**config.mk**
```make
export PLATFORM = sky130hd
export DESIGN_NAME = iro_sequencer
export DESIGN_NICKNAME = d
export VERILOG_FILES = /design/src/rtl/iro_sequencer.sv
export SDC_FILE = /design/constraint.sdc
export NUM_CORES = 1
export LEC_CHECK = 0
export CORE_ASPECT_RATIO = 1.1
export CORE_MARGIN = 5
export CORE_UTILIZATION = 56
export DETAILED_ROUTE_END_ITERATION = 7
export DONT_BUFFER_PORTS = 1
export GPL_TIMING_DRIVEN = 0
export PLACE_DENSITY = 0.77
export SLEW_MARGIN = 5
export SYNTH_ARGS = -nofsm -noshare
export SYNTH_HDL_FRONTEND = slang
export SYNTH_SLANG_ARGS = --single-unit
export TNS_END_PERCENT = 20
```
**constraint.sdc**
```tcl
create_clock -name clk -period 2.21 [get_ports clk]
set_input_delay 0.442 -clock clk [delete_from_list [all_inputs] [get_ports clk]]
set_output_delay 0.442 -clock clk [all_outputs]
set_load 0.03 [all_outputs]
```
**src/rtl/iro_sequencer.sv**
```systemverilog
// Sequencer for one instrumented ring oscillator: serial seed load, timed run with
// phase-0 edge counting, hold/settle, phase capture and a valid/ready result port.
module iro_sequencer #(
    parameter int N_STAGES = 25,
    parameter int BCLK_DIV = 2,
    parameter int SETTLE   = 4,
    parameter int CNT_W    = 16
) (
    input  logic                clk,
    input  logic                rst_n,
    input  logic                start,
    output logic                start_ready,
    input  logic [N_STAGES-1:0] cfg_seed,
    input  logic [3:0]          cfg_n_stages,
    input  logic [15:0]         cfg_run_len,
    input  logic                abort,
    output logic                iro_enable,
    output logic                iro_hold,
    output logic                iro_bclk,
    output logic                iro_bdat,
    output logic [3:0]          iro_n_stages,
    input  logic [15:0]         iro_phases,
    output logic                busy,
    output logic                result_valid,
    input  logic                result_ready,
    output logic [15:0]         result_phases,
    output logic [CNT_W-1:0]    result_edges,
    output logic                result_sat
);

    typedef enum logic [2:0] {
        S_IDLE,
        S_SHIFT,
        S_RUN,
        S_HOLD,
        S_DONE
    } state_t;

    localparam int DIV_W = $clog2(2 * BCLK_DIV);
    localparam int BIT_W = $clog2(N_STAGES + 1);
    localparam logic [DIV_W-1:0] DIV_HI   = DIV_W'(BCLK_DIV);
    localparam logic [DIV_W-1:0] DIV_LAST = DIV_W'(2 * BCLK_DIV - 1);
    localparam logic [BIT_W-1:0] BIT_LAST = BIT_W'(N_STAGES);
    localparam logic [15:0]      SETTLE_V = 16'(SETTLE);
    localparam logic [CNT_W-1:0] EDGE_MAX = '1;

    state_t              state;
    state_t              state_nxt;
    logic [15:0]         ph_meta;
    logic [15:0]         ph_s;
    logic                ph_d;
    logic [N_STAGES-1:0] seed_q;
    logic [DIV_W-1:0]    div_cnt;
    logic [BIT_W-1:0]    bit_cnt;
    logic [15:0]         tmr;
    logic [15:0]         run_len_q;
    logic [CNT_W-1:0]    edge_cnt;
    logic                sat_q;
    logic [15:0]         phases_q;
    logic [3:0]          n_stages_q;

    always_ff @(posedge clk or negedge rst_n) begin
        if (!rst_n) begin
            state <= S_IDLE;
        end else begin
            state <= state_nxt;
        end
    end

    // bit_cnt == BIT_LAST is the trailing bclk-low cycle after the final bit
    always_comb begin
        state_nxt    = state;
        start_ready  = 1'b0;
        busy         = 1'b1;
        iro_enable   = 1'b0;
        iro_hold     = 1'b0;
        iro_bclk     = 1'b0;
        iro_bdat     = 1'b0;
        result_valid = 1'b0;
        case (state)
            S_IDLE: begin
                start_ready = 1'b1;
                busy        = 1'b0;
                if (start) begin
                    state_nxt = S_SHIFT;
                end
            end
            S_SHIFT: begin
                if (bit_cnt == BIT_LAST) begin
                    state_nxt = S_RUN;
                end else begin
                    iro_bclk = (div_cnt >= DIV_HI);
                    iro_bdat = seed_q[N_STAGES-1];
                end
            end
            S_RUN: begin
                iro_enable = 1'b1;
                if (tmr == 16'd1) begin
                    state_nxt = S_HOLD;
                end
            end
            S_HOLD: begin
                iro_enable = 1'b1;
                iro_hold   = 1'b1;
                if (tmr == 16'd1) begin
                    state_nxt = S_DONE;
                end
            end
            S_DONE: begin
                result_valid = 1'b1;
                if (result_ready) begin
                    state_nxt = S_IDLE;
                end
            end
            default: state_nxt = S_IDLE;
        endcase
        if (abort && (state != S_IDLE)) begin
            state_nxt = S_IDLE;
        end
    end

    always_ff @(posedge clk or negedge rst_n) begin
        if (!rst_n) begin
            ph_meta    <= '0;
            ph_s       <= '0;
            ph_d       <= 1'b0;
            seed_q     <= '0;
            div_cnt    <= '0;
            bit_cnt    <= '0;
            tmr        <= '0;
            run_len_q  <= '0;
            edge_cnt   <= '0;
            sat_q      <= 1'b0;
            phases_q   <= '0;
            n_stages_q <= '0;
        end else begin
            ph_meta <= iro_phases;
            ph_s    <= ph_meta;
            ph_d    <= ph_s[0];
            case (state)
                S_IDLE: begin
                    if (start) begin
                        seed_q     <= cfg_seed;
                        n_stages_q <= cfg_n_stages;
                        run_len_q  <= cfg_run_len;
                        div_cnt    <= '0;
                        bit_cnt    <= '0;
                        edge_cnt   <= '0;
                        sat_q      <= 1'b0;
                    end
                end
                S_SHIFT: begin
                    if (bit_cnt != BIT_LAST) begin
                        if (div_cnt == DIV_LAST) begin
                            div_cnt <= '0;
                            bit_cnt <= bit_cnt + 1'b1;
                            seed_q  <= {seed_q[N_STAGES-2:0], 1'b0};
                        end else begin
                            div_cnt <= div_cnt + 1'b1;
                        end
                    end else begin
                        tmr <= (run_len_q == 16'd0) ? 16'd1 : run_len_q;
                    end
                end
                S_RUN: begin
                    if (ph_s[0] && !ph_d) begin
                        if (edge_cnt == EDGE_MAX) begin
                            sat_q <= 1'b1;
                        end else begin
                            edge_cnt <= edge_cnt + 1'b1;
                        end
                    end
                    tmr <= (tmr == 16'd1) ? SETTLE_V : tmr - 1'b1;
                end
                S_HOLD: begin
                    if (tmr == 16'd1) begin
                        phases_q <= ph_s;
                    end else begin
                        tmr <= tmr - 1'b1;
                    end
                end
                default: ;
            endcase
        end
    end

    assign iro_n_stages  = n_stages_q;
    assign result_phases = phases_q;
    assign result_edges  = edge_cnt;
    assign result_sat    = sat_q;

endmodule

```
==> results.py, run 1 <==
metrics = {
    "drt": {
        "routedWlPerCell_um": 18.3,
        "drtAntennaViolNets": 0,
        "num_vias": 4475,
        "drc": 0,
        "drt_iter0_drc": 428,
        "routed_wl_mm": 13.9,
        "vias_per_cell": 5.90,
        "dr.pass1.iters": 5,
    },
    "placed_design": {
        "io_buffers": 0,
        "gp_congestion": 0.857,
        "dpl.hpwl_mm": 9.48,
    },
    "timing": {
        "slew_headroom_pct": 57.1,
        "fmax_mhz": 458,
        "fin_skew_ns": 0.00676,
        "whs_ns": -0.278,
        "finalHoldViolCount": 137,
        "rsz0062_at_grt": "true",
        "setup_tns_ns": 0,
        "min_period_ns": 2.18,
        "finalSetupViolCount": 0,
        "report.final.slew_viol_count": 0,
        "fin_crit_sh_pct": 98.8,
        "tightest_slew_ns": 0.640,
    },
    "yosys": {
        "syn-cell-area_mm2": 0.00596,
        "synth-adder-area-share_pct": 1.47,
        "synth_compound_area_share_pct": 14.6,
        "syn_area_per_cell_um2": 10.3,
        "async_reset_ff_share_pct": 100,
        "yosysTopAreaCellShare_pct": 57.5,
        "synth_area_leaders": "dfrtp_1 (57%), nand2_1 (7.0%), o21ai_0 (3.4%)",
        "synthMuxAreaShare_pct": 3.36,
        "synth_cell_type_count": 65,
        "seq_area_frac_synth_pct": 57.5,
        "syn_nets": 651,
        "netlist_top_cells_count": "dfrtp_1 (137), nand2_1 (112), nor2_1 (49)",
        "synth_top_family_by_area": "simple AND/OR/NAND/NOR gates",
        "yosysWarningCount": 0,
        "yosys_register_bits": 137,
        "ys.flop_type": "dfrtp_1",
        "yosysMostFrequentCell": "dfrtp_1",
        "syn_inst": 578,
        "synthSimpleGateAreaFrac_pct": 18.7,
        "yosysTopAreaCell": "dfrtp_1",
        "synthXorXnorAreaFrac_pct": 1.32,
        "synth_edf_count": 0,
    },
    "setup_path": {
        "required_ns": 1.77,
        "critPathKind": "flip-flop to output port",
        "worst_setup_path_start_kind": "flip-flop",
        "crit_path_max_fanout": 9,
        "crit_arrival_ns": 1.74,
        "cp-end-kind": "output port",
    },
    "status": {
        "violations": "hold timing",
        "status": "finished with violations",
    },
    "cts": {
        "cts_max_level": 4,
        "insertion_delay_ns": 0.41,
        "numClockSinks": 137,
        "cts_tree": "yes",
        "cts_max_path_buffers": 2,
        "root_buffer": "clkbuf_16",
        "path_clk_slew_ns": 0.06,
        "numCtsBuffers": 17,
    },
    "cells_and_area": {
        "fillCellCount": 779,
        "drive_gt1_share_pct": 17.7,
        "num_antenna_cells": 0,
        "regArea_mm2": 0.00343,
        "multi_input_area_mm2": 0.00243,
        "area_growth_pct": 16.2,
        "final_nets": 676,
        "utilization_pct": 66.7,
    },
    "grt": {
        "grt.total_usage_pct": 22.3,
        "antenna_found_initial": 0,
        "grt_first_pass_wirelength_mm": 22.5,
        "grt_pass1_vias": 4573,
        "grt_overflow_total": 0,
        "grt_start_max_net_pins": 138,
    },
    "power": {
        "p_total_w": 0.00839,
        "power.density_mw_per_mm2": 1210,
        "cellLeakagePower_nw": 3.13,
        "ir_drop_mv": 0.690,
    },
    "floorplanning": {
        "fp.coreArea_mm2": 0.0104,
        "io_pins": 110,
        "fp.dieH_um": 118,
        "die_x_um": 108,
        "start_util_pct": 57.4,
        "rows": 39,
        "dieArea_mm2": 0.0128,
    },
    "min_path": {
        "hp-class": "primary input to async pin",
    },
    "job": {
        "cap_violations": 0,
    },
}
==> what timing repair did <==
action | 4_1_cts | 5_1_grt
pin swaps | 2 | 4
setup buffers | 3 | 5
resized for setup | 19 | 23
endpoints found under the setup margin | 68 | 80
endpoints found under the hold margin | 137 | 137
==> final timing paths <==
| kind | slack, ns | endpoint | depth (start not counted) | startpoint |
|---|---|---|---|---|
| setup / recovery | 0.03 | start_ready | 3 | state[1] |
| hold / removal | -0.28 | result_phases[12] | 0 | rst_n |
| setup reg to reg | 0.05 | bit_cnt[2] | 6 | state[1] |
| hold reg to reg | 0.35 | ph_s[13] | 0 | ph_meta[13] |
| max in group asynchronous | 2.27 | result_edges[4] | 0 | rst_n |
| min in group clk | 0.05 | ph_meta[15] | 0 | iro_phases[15] |
==> registers in the layout, summed over array words and instances, names as in the netlist <==
name and cells:
run_len_q 16, result_phases 16, iro_n_stages 4, ph_d 1, ph_s 16, tmr 16, state 3, ph_meta 16
result_edges 16, result_sat 1, div_cnt 2, seed_q 25, bit_cnt 5
==> cell families (layout without fill, tap and decap cells) <==
kind of cell / count (synthesis) / after routing
AOI/OAI and AO/OA: 132 / 132
xor gates and xnor gates: 9 / 9
adders and majority gates: 7 / 7
buffers and inverters: 39 / 77
DFF: 137 / 137
muxes: 18 / 18
and+or+nand+nor: 236 / 236
==> layout by cell type (no fill, tap or decap), types with 9 or more instances in the layout <==
cell type / n
o31ai_1: 9
o21ai_0: 41
buf_4: 9
nand2_1: 111
dfrtp_1: 133
nand3_1: 10
nor2_1: 48
clkbuf_16: 17
a21oi_1: 31
mux2_2: 16
inv_1: 9
nor3_1: 10
==> metrics by stage <==
step           setup WS [ns]  hold WS (ns)  cells  instance area (um2)
2_1_floorplan          0.160         0.146    578                 5960
3_3_place_gp          -0.184         0.150    721                 6140
3_5_place_dp          -0.221         0.150    721                 6140
4_1_cts              0.00208        -0.292    754                 6840
5_1_grt              -0.0393        -0.298    759                 6930
6_report              0.0270        -0.278    759                 6930
==> where the power goes <==
| group | leakage, nW | switching (W) | total (W) | internal [W] |
|---|---|---|---|---|
| combinational | 1.10 | 0.00122 | 0.00197 | 0.000757 |
| clock | 0.304 | 0.00114 | 0.00297 | 0.00183 |
| sequential | 1.73 | 0.000426 | 0.00344 | 0.00302 |
| total | 3.13 | 0.00278 | 0.00839 | 0.00561 |
==> area by class of cell <==
class,count,share of cell area (%)
plain buffers,26,2.27
repair buffers,8,0.866
clock inverters,14,2.65
clock buffers,18,6.34
well taps,143,2.58
multi-input cells,402,35.0
inverters,11,0.722
flip-flops and latches,137,49.5
==> worst max-delay path: stages, from the launching register on <==
cell and delay, ns:
dfrtp_2 0.46, or3_1 0.35, buf_2 0.22, inv_1 0.30
==> metal layers <==
metal / global-route usage, % / vias to the layer above / wire length, um
li1: - / 2075 / -
met3: 7.14 / 31 / 1060
met4: 10.9 / 0 / 379
met2: 34.4 / 162 / 6720
met5: 0 / - / 0
met1: 28.4 / 2207 / 5710
No activity file was read; power rests on OpenSTA's default activity.
==> run 2: changes to the inputs <==
Settings changed: CORE_MARGIN 5 to not set, SLEW_MARGIN 5 to not set.
==> results.py, run 2 (synthesis gave the netlist of run 1 again) <==
metrics = {
    "grt": {
        "grt.total_usage_pct": 25.0,
        "grt_pass1_vias": 4326,
        "grt_first_pass_wirelength_mm": 20.9,
        "antenna_found_initial": 0,
        "grt_overflow_total": 0,
        "grt_start_max_net_pins": 138,
    },
    "power": {
        "power_switching_w": 0.00278,
        "intPower_w": 0.00546,
        "combPwrFrac_pct": 24.0,
        "power.density_mw_per_mm2": 1190,
        "clockPowerShare_pct": 34.1,
        "cellLeakagePower_nw": 3.12,
        "ir_drop_mv": 0.623,
        "netSwitchingFraction_pct": 33.7,
        "seqPwrFrac_pct": 42.0,
    },
    "placed_design": {
        "gp_congestion": 0.855,
        "io_buffers": 0,
        "dpl.hpwl_mm": 8.82,
        "placed_cell_area_mm2": 0.00614,
    },
    "cells_and_area": {
        "fin_area_mm2": 0.00693,
        "largest_reg_flops": 25,
        "fillCellCount": 818,
        "regMostFlops": "seed_q",
        "final_nets": 675,
        "layout_common_cells": "dfrtp_1 (134), nand2_1 (111), nor2_1 (48), o21ai_0 (41), a21oi_1 (31)",
        "area_growth_pct": 16.2,
        "drive_gt1_share_pct": 17.4,
        "num_antenna_cells": 0,
        "layout_commonest_cell": "dfrtp_1",
    },
    "timing": {
        "min_period_ns": 2.19,
        "finalHoldViolCount": 137,
        "tightest_slew_ns": 0.676,
        "finalSetupViolCount": 0,
        "setup_tns_ns": 0,
        "whs_ns": -0.282,
        "fin_crit_sh_pct": 99.0,
        "fmax_mhz": 457,
        "slew_headroom_pct": 54.8,
        "fin_skew_ns": 0.0101,
        "rsz0062_at_grt": "true",
        "report.final.slew_viol_count": 0,
    },
    "status": {
        "violations": "hold timing",
        "status": "finished with violations",
    },
    "cts": {
        "cts_max_level": 4,
        "path_clk_slew_ns": 0.06,
        "cts_tree": "yes",
        "insertion_delay_ns": 0.42,
        "numCtsBuffers": 17,
        "numClockSinks": 137,
        "cts_max_path_buffers": 2,
        "root_buffer": "clkbuf_16",
    },
    "floorplanning": {
        "io_pins": 110,
        "dieArea_mm2": 0.0111,
        "fp.dieH_um": 110,
        "start_util_pct": 57.4,
        "die_x_um": 100,
        "rows": 39,
        "fp.coreArea_mm2": 0.0104,
    },
    "setup_path": {
        "crit_start": "bit_cnt[0]",
        "cp_top_family": "simple AND/OR/NAND/NOR gates",
        "reg2reg_depth": 8,
        "critPathKind": "flip-flop to output port",
        "path_depth": 4,
        "r2r_end": "seed_q[21]",
        "required_ns": 1.77,
        "r2r_slack_ns": 0.08,
        "cp_slowest_cell": "dfrtp_1",
        "crit_arrival_ns": 1.75,
        "crit_chain": "ha_1 > and4b_2 > nor2_4 > and2_4",
        "crit_path_max_fanout": 5,
        "slowest_delay_ns": 0.42,
        "r2r-start": "state[0]",
        "cp-end-kind": "output port",
        "worst_setup_path_start_kind": "flip-flop",
        "worst-path-buf-inv": 0,
        "crit_end": "iro_bdat",
    },
    "drt": {
        "num_vias": 4545,
        "drc": 0,
        "routedWlPerCell_um": 17.7,
        "routed_wl_mm": 13.4,
        "dr.pass1.iters": 5,
        "drt_iter0_drc": 352,
        "drtAntennaViolNets": 0,
        "vias_per_cell": 6.00,
    },
    "job": {
        "cap_violations": 0,
    },
    "min_path": {
        "hp-class": "primary input to async pin",
    },
}
[run 2: layout make-up]
class / instances / area (um2) / area share (%)
Tap cell: 143 / 179 / 2.58
Timing Repair Buffer: 7 / 52.6 / 0.758
Buffer: 26 / 155 / 2.24
Sequential cell: 137 / 3430 / 49.5
Clock buffer: 19 / 433 / 6.25
Clock inverter: 13 / 160 / 2.31
Inverter: 11 / 52.6 / 0.758
Multi-Input combinational cell: 402 / 2470 / 35.6
[run 2: stage by stage]
| step | worst slack (ns) | util (%) | std cells | total power (W) |
|---|---|---|---|---|
| 4_1_cts | 0.00768 | 65.3 | 754 | 0.00819 |
| 3_5_place_dp | -0.198 | 59.1 | 721 | 0.00531 |
| 3_3_place_gp | -0.155 | 59.1 | 721 | 0.00520 |
| 2_1_floorplan | 0.160 | - | 578 | 0.00482 |
| 5_1_grt | -0.0507 | 66.7 | 758 | 0.00872 |
| 6_report | 0.0226 | 66.7 | 758 | 0.00825 |
[run 2: metal layers]
metal  routed length (um)  share of wire (%)  global-route usage, %  vias up
li1                     -                  -                      -     2081
met1                 5570                 42                   31.7     2241
met2                 6600                 49                   39.9      195
met3                  951                7.1                   8.13       28
met4                  264                2.0                   10.0        0
met5                    0                  0                      0        -
[run 2: how the worst min path moves through the flow]
stage / startpoint / to / slack, ns / cells past startpoint
2_1_floorplan: rst_n / bit_cnt[0] / 0.15 / 0
3_3_place_gp: rst_n / result_phases[11] / 0.15 / 0
6_report: rst_n / result_phases[10] / -0.28 / 0
3_5_place_dp: rst_n / result_phases[11] / 0.15 / 0
5_1_grt: rst_n / result_phases[11] / -0.30 / 0
4_1_cts: rst_n / seed_q[8] / -0.29 / 0
[run 2: what timing repair did]
action	4_1_cts	5_1_grt
pin swaps	2	3
resized for setup	15	36
hold endpoints to repair	137	137
gates cloned	0	1
setup endpoints to repair	66	77
setup buffers	3	3
[run 2: power by group through the flow]
stage	Sequential [W]	Clock, W	Combinational, W
after global placement	0.00345	0	0.00176
after detailed placement	0.00347	0	0.00184
after floorplan	0.00336	0	0.00146
final	0.00346	0.00281	0.00198
after global routing	0.00351	0.00298	0.00222
after CTS	0.00344	0.00285	0.00190
